===== src/rtl/seg_scan_capture.sv =====
// seg_scan_capture: receive side of a multiplexed 8-digit 7-segment bus.
// Waits for each digit's pattern to hold steady, decodes it back to a hex
// nibble with dp/blank/err flags, and publishes a 32-bit frame once all
// eight digits have been seen.
module seg_scan_capture #(
    parameter int unsigned SETTLE = 4
) (
    input  logic        clk,
    input  logic        rst,
    input  logic [7:0]  seg_n,
    input  logic [7:0]  an_n,
    output logic        frame_valid,
    output logic [31:0] frame_hex,
    output logic [7:0]  frame_dp,
    output logic [7:0]  frame_blank,
    output logic [7:0]  frame_err,
    output logic [3:0]  digit_cnt
);

    localparam logic [7:0] SETTLE_CNT = 8'(SETTLE);

    typedef enum logic [1:0] {S_IDLE, S_SETTLE, S_HELD} state_t;

    state_t      state_q, state_d;
    logic [15:0] in_q, prev_q;
    logic [7:0]  stab_q, stab_d;
    logic [31:0] slot_hex_q;
    logic [7:0]  slot_dp_q, slot_blank_q, slot_err_q;
    logic [7:0]  seen_q, seen_d;
    logic [3:0]  cnt_q, cnt_d;
    logic        frame_valid_q;
    logic [31:0] frame_hex_q;
    logic [7:0]  frame_dp_q, frame_blank_q, frame_err_q;

    logic [7:0]  an_low;
    logic        an_valid;
    logic [2:0]  digit_idx;
    logic        changed;
    logic        capture;
    logic        publish;
    logic [6:0]  lit;
    logic [3:0]  enc_nib;
    logic        enc_blank, enc_err;

    // Anode decode: one-cold check and index of the selected digit.
    always_comb begin
        an_low    = ~in_q[15:8];
        an_valid  = (an_low != 8'd0) && ((an_low & (an_low - 8'd1)) == 8'd0);
        digit_idx = 3'd0;
        for (int i = 0; i < 8; i++) begin
            if (an_low[i]) digit_idx = 3'(i);
        end
        changed   = (in_q != prev_q);
    end

    // Stability counter: restarts on any change, saturates at SETTLE.
    always_comb begin
        stab_d = stab_q;
        if (!an_valid)              stab_d = 8'd0;
        else if (changed)           stab_d = 8'd1;
        else if (stab_q < SETTLE_CNT) stab_d = stab_q + 8'd1;
    end

    // Capture fires on the sample that completes the settle window; once
    // HELD, only a change of the bus can arm another capture.
    always_comb begin
        capture = an_valid && (stab_d == SETTLE_CNT) &&
                  ((state_q != S_HELD) || changed);
        state_d = S_SETTLE;
        if (!an_valid)                          state_d = S_IDLE;
        else if (capture)                       state_d = S_HELD;
        else if (state_q == S_HELD && !changed) state_d = S_HELD;
    end

    // Segment pattern back to hex glyph; anything else is blank or error.
    always_comb begin
        lit       = ~in_q[6:0];
        enc_nib   = 4'h0;
        enc_blank = 1'b0;
        enc_err   = 1'b0;
        case (lit)
            7'h3F: enc_nib = 4'h0;
            7'h06: enc_nib = 4'h1;
            7'h5B: enc_nib = 4'h2;
            7'h4F: enc_nib = 4'h3;
            7'h66: enc_nib = 4'h4;
            7'h6D: enc_nib = 4'h5;
            7'h7D: enc_nib = 4'h6;
            7'h07: enc_nib = 4'h7;
            7'h7F: enc_nib = 4'h8;
            7'h6F: enc_nib = 4'h9;
            7'h77: enc_nib = 4'hA;
            7'h7C: enc_nib = 4'hB;
            7'h39: enc_nib = 4'hC;
            7'h5E: enc_nib = 4'hD;
            7'h79: enc_nib = 4'hE;
            7'h71: enc_nib = 4'hF;
            7'h00: enc_blank = 1'b1;
            default: enc_err = 1'b1;
        endcase
    end

    // Seen mask clears on publish; a capture in the same cycle still counts.
    always_comb begin
        publish = (seen_q == 8'hFF);
        seen_d  = publish ? 8'd0 : seen_q;
        if (capture) seen_d[digit_idx] = 1'b1;
        cnt_d = 4'd0;
        for (int i = 0; i < 8; i++) begin
            cnt_d = cnt_d + 4'(seen_d[i]);
        end
    end

    // Input register and its one-cycle history.
    always_ff @(posedge clk) begin
        if (rst) begin
            in_q   <= 16'd0;
            prev_q <= 16'd0;
        end else begin
            in_q   <= {an_n, seg_n};
            prev_q <= in_q;
        end
    end

    // Capture FSM and settle counter.
    always_ff @(posedge clk) begin
        if (rst) begin
            state_q <= S_IDLE;
            stab_q  <= 8'd0;
        end else begin
            state_q <= state_d;
            stab_q  <= stab_d;
        end
    end

    // Working slots: a capture overwrites the selected digit's entry.
    always_ff @(posedge clk) begin
        if (rst) begin
            slot_hex_q   <= 32'd0;
            slot_dp_q    <= 8'd0;
            slot_blank_q <= 8'd0;
            slot_err_q   <= 8'd0;
        end else if (capture) begin
            slot_hex_q[{digit_idx, 2'b00} +: 4] <= enc_nib;
            slot_dp_q[digit_idx]    <= ~in_q[7];
            slot_blank_q[digit_idx] <= enc_blank;
            slot_err_q[digit_idx]   <= enc_err;
        end
    end

    // Seen mask and its registered population count.
    always_ff @(posedge clk) begin
        if (rst) begin
            seen_q <= 8'd0;
            cnt_q  <= 4'd0;
        end else begin
            seen_q <= seen_d;
            cnt_q  <= cnt_d;
        end
    end

    // Published frame: loads all slots one cycle after the completing capture.
    always_ff @(posedge clk) begin
        if (rst) begin
            frame_valid_q <= 1'b0;
            frame_hex_q   <= 32'd0;
            frame_dp_q    <= 8'd0;
            frame_blank_q <= 8'd0;
            frame_err_q   <= 8'd0;
        end else begin
            frame_valid_q <= publish;
            if (publish) begin
                frame_hex_q   <= slot_hex_q;
                frame_dp_q    <= slot_dp_q;
                frame_blank_q <= slot_blank_q;
                frame_err_q   <= slot_err_q;
            end
        end
    end

    assign frame_valid = frame_valid_q;
    assign frame_hex   = frame_hex_q;
    assign frame_dp    = frame_dp_q;
    assign frame_blank = frame_blank_q;
    assign frame_err   = frame_err_q;
    assign digit_cnt   = cnt_q;

endmodule


===== config.mk =====
export PLATFORM = sky130hd
export DESIGN_NAME = seg_scan_capture
export DESIGN_NICKNAME = d
export VERILOG_FILES = /design/src/rtl/seg_scan_capture.sv
export SDC_FILE = /design/constraint.sdc
export NUM_CORES = 1
export LEC_CHECK = 0
export CAP_MARGIN = 20
export CELL_PAD_IN_SITES_DETAIL_PLACEMENT = 0
export CELL_PAD_IN_SITES_GLOBAL_PLACEMENT = 1
export CORE_MARGIN = 2
export CORE_UTILIZATION = 48
export CTS_BUF_LIST = sky130_fd_sc_hd__clkbuf_8
export DETAILED_ROUTE_END_ITERATION = 6
export PLACE_DENSITY_LB_ADDON = 0.1
export SKIP_CTS_REPAIR_TIMING = 1
export SLEW_MARGIN = 20
export SYNTH_ARGS = -nofsm -noshare
export SYNTH_HDL_FRONTEND = slang
export SYNTH_SLANG_ARGS = --single-unit
export TNS_END_PERCENT = 10

===== constraint.sdc =====
create_clock -name clk -period 11.1 [get_ports clk]
set_clock_uncertainty 0.15 [all_clocks]
set_input_delay 2.22 -clock clk [delete_from_list [all_inputs] [get_ports clk]]
set_output_delay 2.22 -clock clk [all_outputs]
set_load 0.1 [all_outputs]

==> impl_results.html <==
<table>
<tr><th>Metric</th><th>Value</th></tr>
<tr><th colspan="2">Outcome</th></tr>
<tr><td>Result of the run</td><td>completed</td></tr>
<tr><th colspan="2">Critical path</th></tr>
<tr><td>Slack of the worst reg-to-reg path</td><td>5920 ps</td></tr>
<tr><td>Worst r2r dst</td><td>digit_cnt[2]</td></tr>
<tr><td>Kind of start point of the critical path</td><td>register</td></tr>
<tr><td>Critical path data arrival time</td><td>5340 ps</td></tr>
<tr><td>Register-to-Register Path Depth</td><td>15</td></tr>
<tr><td>Biggest fanout along the worst timing path</td><td>17</td></tr>
<tr><td>Required time reported for the critical path endpoint</td><td>11270 ps</td></tr>
<tr><td>Category of the worst setup path capture point</td><td>register</td></tr>
<tr><td>Startpoint of the worst register-to-register path</td><td>in_q[6]</td></tr>
<tr><td>Kind of critical path</td><td>reg2reg</td></tr>
<tr><th colspan="2">Synthesis</th></tr>
<tr><td>Count of cell types in the netlist</td><td>59</td></tr>
<tr><td>Most frequently used cell type in the post-synthesis netlist</td><td>nand2_1</td></tr>
<tr><td>Top cell type by total area after synthesis</td><td>dfxtp_1</td></tr>
<tr><td>Register area share after synthesis</td><td>0.480</td></tr>
<tr><td>Number of instances in the synthesized netlist</td><td>782</td></tr>
<tr><td>Post-Synthesis Mean Instance Area</td><td>8.90 sq um</td></tr>
<tr><td>Ranking of synthesized cells by area</td><td>dfxtp_1 (48%), nand2_1 (10%), mux2i_1 (8.2%), a21oi_1 (5.1%), nor2b_1 (3.7%)</td></tr>
<tr><td>Number of synthesized flops with an enable pin</td><td>0</td></tr>
<tr><td>Most used standard cells in the synthesized netlist</td><td>nand2_1 (194), dfxtp_1 (167), a21oi_1 (71)</td></tr>
<tr><td>Yosys reg bits</td><td>167</td></tr>
<tr><td>Post-synthesis instance area</td><td>6960 sq um</td></tr>
<tr><td>Synth top area share</td><td>0.480</td></tr>
<tr><td>Yosys synthesis warning count</td><td>0</td></tr>
<tr><td>Number of nets produced by synthesis</td><td>813</td></tr>
<tr><td>Share of flip-flops with an asynchronous set or reset after synthesis</td><td>0</td></tr>
<tr><td>Predominant post-synthesis flop cell</td><td>dfxtp_1</td></tr>
<tr><th colspan="2">Floorplanning</th></tr>
<tr><td>Core Box Area</td><td>14000 sq um</td></tr>
<tr><td>Placement row count</td><td>43</td></tr>
<tr><td>Top-Level Pins</td><td>79</td></tr>
<tr><td>Die height</td><td>124 um</td></tr>
<tr><td>Die Outline Area</td><td>15500 sq um</td></tr>
<tr><td>Die W</td><td>124 um</td></tr>
<tr><td>Effective utilization at floorplan</td><td>0.496</td></tr>
<tr><th colspan="2">Global route</th></tr>
<tr><td>Antenna violations before repair</td><td>0</td></tr>
<tr><td>Pin count of the biggest net entering global routing</td><td>76</td></tr>
<tr><td>Via count of the first global-routing pass</td><td>5113</td></tr>
<tr><td>Overflow after GRT</td><td>0</td></tr>
<tr><td>Global-route wire length before repair</td><td>25500 um</td></tr>
<tr><td>Total routing usage reported by global routing</td><td>0.202</td></tr>
<tr><th colspan="2">Route</th></tr>
<tr><td>Number of violations reported at the end of detailed-routing iteration 0</td><td>275</td></tr>
<tr><td>Total met2 wirelength after detailed routing</td><td>7420 um</td></tr>
<tr><td>Detailed Route WL</td><td>15500 um</td></tr>
<tr><td>Highest routed layer</td><td>met4</td></tr>
<tr><td>Post-detailed-route DRC marker count</td><td>0</td></tr>
<tr><td>Vias per std cell</td><td>5.32</td></tr>
<tr><td>WL met3</td><td>485 um</td></tr>
<tr><td>Overall via count from detail_route</td><td>5418</td></tr>
<tr><td>Count of nets left with antenna violations after detail routing</td><td>0</td></tr>
<tr><td>Iteration count of the initial detailed-routing pass</td><td>4</td></tr>
<tr><td>Wire length on met1</td><td>7290 um</td></tr>
<tr><td>Average detailed-routed wire length per instance</td><td>15.2 um</td></tr>
<tr><th colspan="2">Pwr</th></tr>
<tr><td>Power per unit of standard cell area</td><td>130 nW/um^2</td></tr>
<tr><td>Total power of the final layout</td><td>0.00106 W</td></tr>
<tr><td>Peak VDD IR</td><td>0.0778 mV</td></tr>
<tr><td>Static leakage power</td><td>3.21 nW</td></tr>
<tr><th colspan="2">CTS</th></tr>
<tr><td>Clk sinks</td><td>167</td></tr>
<tr><td>H-Tree Level Count</td><td>4</td></tr>
<tr><td>Clock latency reported for the late side of the worst-skew pair</td><td>460 ps</td></tr>
<tr><td>Cell at the root of the clock tree</td><td>clkbuf_8</td></tr>
<tr><td>Clock buffers created by TritonCTS</td><td>17</td></tr>
<tr><td>Clock slew at the register clock pins of the worst setup and hold paths</td><td>80 ps</td></tr>
<tr><td>Clock tree from TritonCTS</td><td>built</td></tr>
<tr><td>Largest buffer count on any clock path</td><td>2</td></tr>
<tr><th colspan="2">Place</th></tr>
<tr><td>Worst-case setup slack after placement</td><td>5890 ps</td></tr>
<tr><td>RD Place Congestion</td><td>0.843</td></tr>
<tr><td>Number of I/O port buffers</td><td>78</td></tr>
<tr><td>HPWL Detailed</td><td>11000 um</td></tr>
<tr><td>Post-Place Cell Area</td><td>7830 sq um</td></tr>
<tr><td>Number of instances in the placed design</td><td>990</td></tr>
<tr><th colspan="2">Worst hold path</th></tr>
<tr><td>Hold-critical path depth</td><td>2</td></tr>
<tr><td>Hold EP</td><td>frame_blank[1]</td></tr>
<tr><td>HP Start</td><td>frame_blank[1]</td></tr>
<tr><td>Type of the worst min-delay path</td><td>reg2reg</td></tr>
<tr><th colspan="2">Job</th></tr>
<tr><td>Max-capacitance violation count</td><td>0</td></tr>
<tr><th colspan="2">Layout</th></tr>
<tr><td>Nets</td><td>860</td></tr>
<tr><td>Antenna Diode Count</td><td>0</td></tr>
<tr><td>Layout area overhead</td><td>17.6%</td></tr>
<tr><td>Post-route standard cell area excluding fillers</td><td>8190 sq um</td></tr>
<tr><td>Fraction of layout instances using a drive strength above 1</td><td>0.0596</td></tr>
<tr><td>Number of non-filler instances in the completed layout</td><td>1019</td></tr>
<tr><th colspan="2">Timing</th></tr>
<tr><td>RSZ-0062 raised after global routing</td><td>false</td></tr>
<tr><td>Total count of max-transition violations in the final report</td><td>0</td></tr>
<tr><td>Slew headroom</td><td>0.337</td></tr>
<tr><td>Slew at the pin with the worst max-slew slack</td><td>991 ps</td></tr>
<tr><td>TNS Setup</td><td>0 ps</td></tr>
<tr><td>Final Cycle Share</td><td>0.466</td></tr>
<tr><td>Final number of setup-violating endpoints</td><td>0</td></tr>
<tr><td>Final count of hold timing violations</td><td>0</td></tr>
<tr><td>Min Tclk post-route</td><td>5180 ps</td></tr>
<tr><td>Final setup margin</td><td>5920 ps</td></tr>
<tr><td>Max Clock Freq</td><td>0.193 GHz</td></tr>
</table>
## kinds of logic after synthesis
family	after synthesis	share of synthesized area
buffers and inverters	66	0.0378
muxes	57	0.0820
DFF	167	0.480
adders and majority gates	13	0.0277
and+or+nand+nor	356	0.258
AOI/OAI and AO/OA	103	0.0894
xor gates and xnor gates	20	0.0252
## critical path, stage by stage, from the launching register on
cell and delay [ps]:
dfxtp_1 630, xor2_1 120, nor4_1 380, and4_1 610, nand4_1 380, and2_1 300, fa_1 500, inv_1 50
fa_1 490, inv_1 50, fa_1 490, inv_1 40, ha_1 220, fa_1 390, xnor2_1 180, nor2_1 60
## power breakdown
part	total, W	leakage, nW	switching, W	internal [W]
logic	0.0000458	1.66	0.0000268	0.0000190
registers	0.000614	1.35	0.0000102	0.000604
clock network	0.000405	0.194	0.000206	0.000199
## stage by stage
stage	hold slack [ps]	util
after CTS	306	0.583
final	305	0.583
after global routing	324	0.583
after global placement	286	0.553
after floorplan	271	-
after detailed placement	296	0.557
## cells in the final DEF (no fill, tap or decap), types with 13 or more instances in the layout
master             n
a21oi_1           71
and2_1            14
clkbuf_8          18
clkdlybuf4s50_1   77
dfxtp_1          167
inv_1             13
mux2i_1           57
nand2_1          194
nand3_1           14
nand4_1           18
nor2_1            13
nor2b_1           41
xor2_1            17
## registers in the layout, indices dropped and copies added, names as in the netlist
signal / count
frame_err: 8
slot_hex_q: 32
frame_valid: 1
stab_q: 8
digit_cnt: 4
prev_q: 16
slot_err_q: 8
seen_q: 8
state_q: 2
slot_dp_q: 8
frame_blank: 8
frame_dp: 8
frame_hex: 32
in_q: 16
slot_blank_q: 8
## how the worst max path moves through the flow
stage | from | end | slack (ps) | cells after the start
6_report | in_q[6] | digit_cnt[2] | 5920 | 15
2_1_floorplan | stab_q[0] | digit_cnt[2] | 6360 | 16
5_1_grt | in_q[5] | digit_cnt[2] | 5510 | 15
3_3_place_gp | in_q[6] | digit_cnt[2] | 6070 | 15
4_1_cts | in_q[6] | digit_cnt[2] | 5900 | 15
3_5_place_dp | in_q[6] | digit_cnt[2] | 5890 | 15
## layout make-up
| class | instances | area [sq um] |
|---|---|---|
| multi-input combinational | 549 | 3360 |
| clock inverter | 11 | 111 |
| fill | 1265 | 5860 |
| timing repair buffer | 83 | 856 |
| sequential | 167 | 3340 |
| tap | 180 | 225 |
| inverter | 11 | 41.3 |
| clock buffer | 18 | 248 |
## metal layers
metal / global-route usage / vias to the layer above
met4: 0.0707 / 0
li1: - / 2743
met2: 0.337 / 101
met1: 0.259 / 2553
met5: 0 / -
met3: 0.0412 / 21
Power figures use the tool's default switching activity.
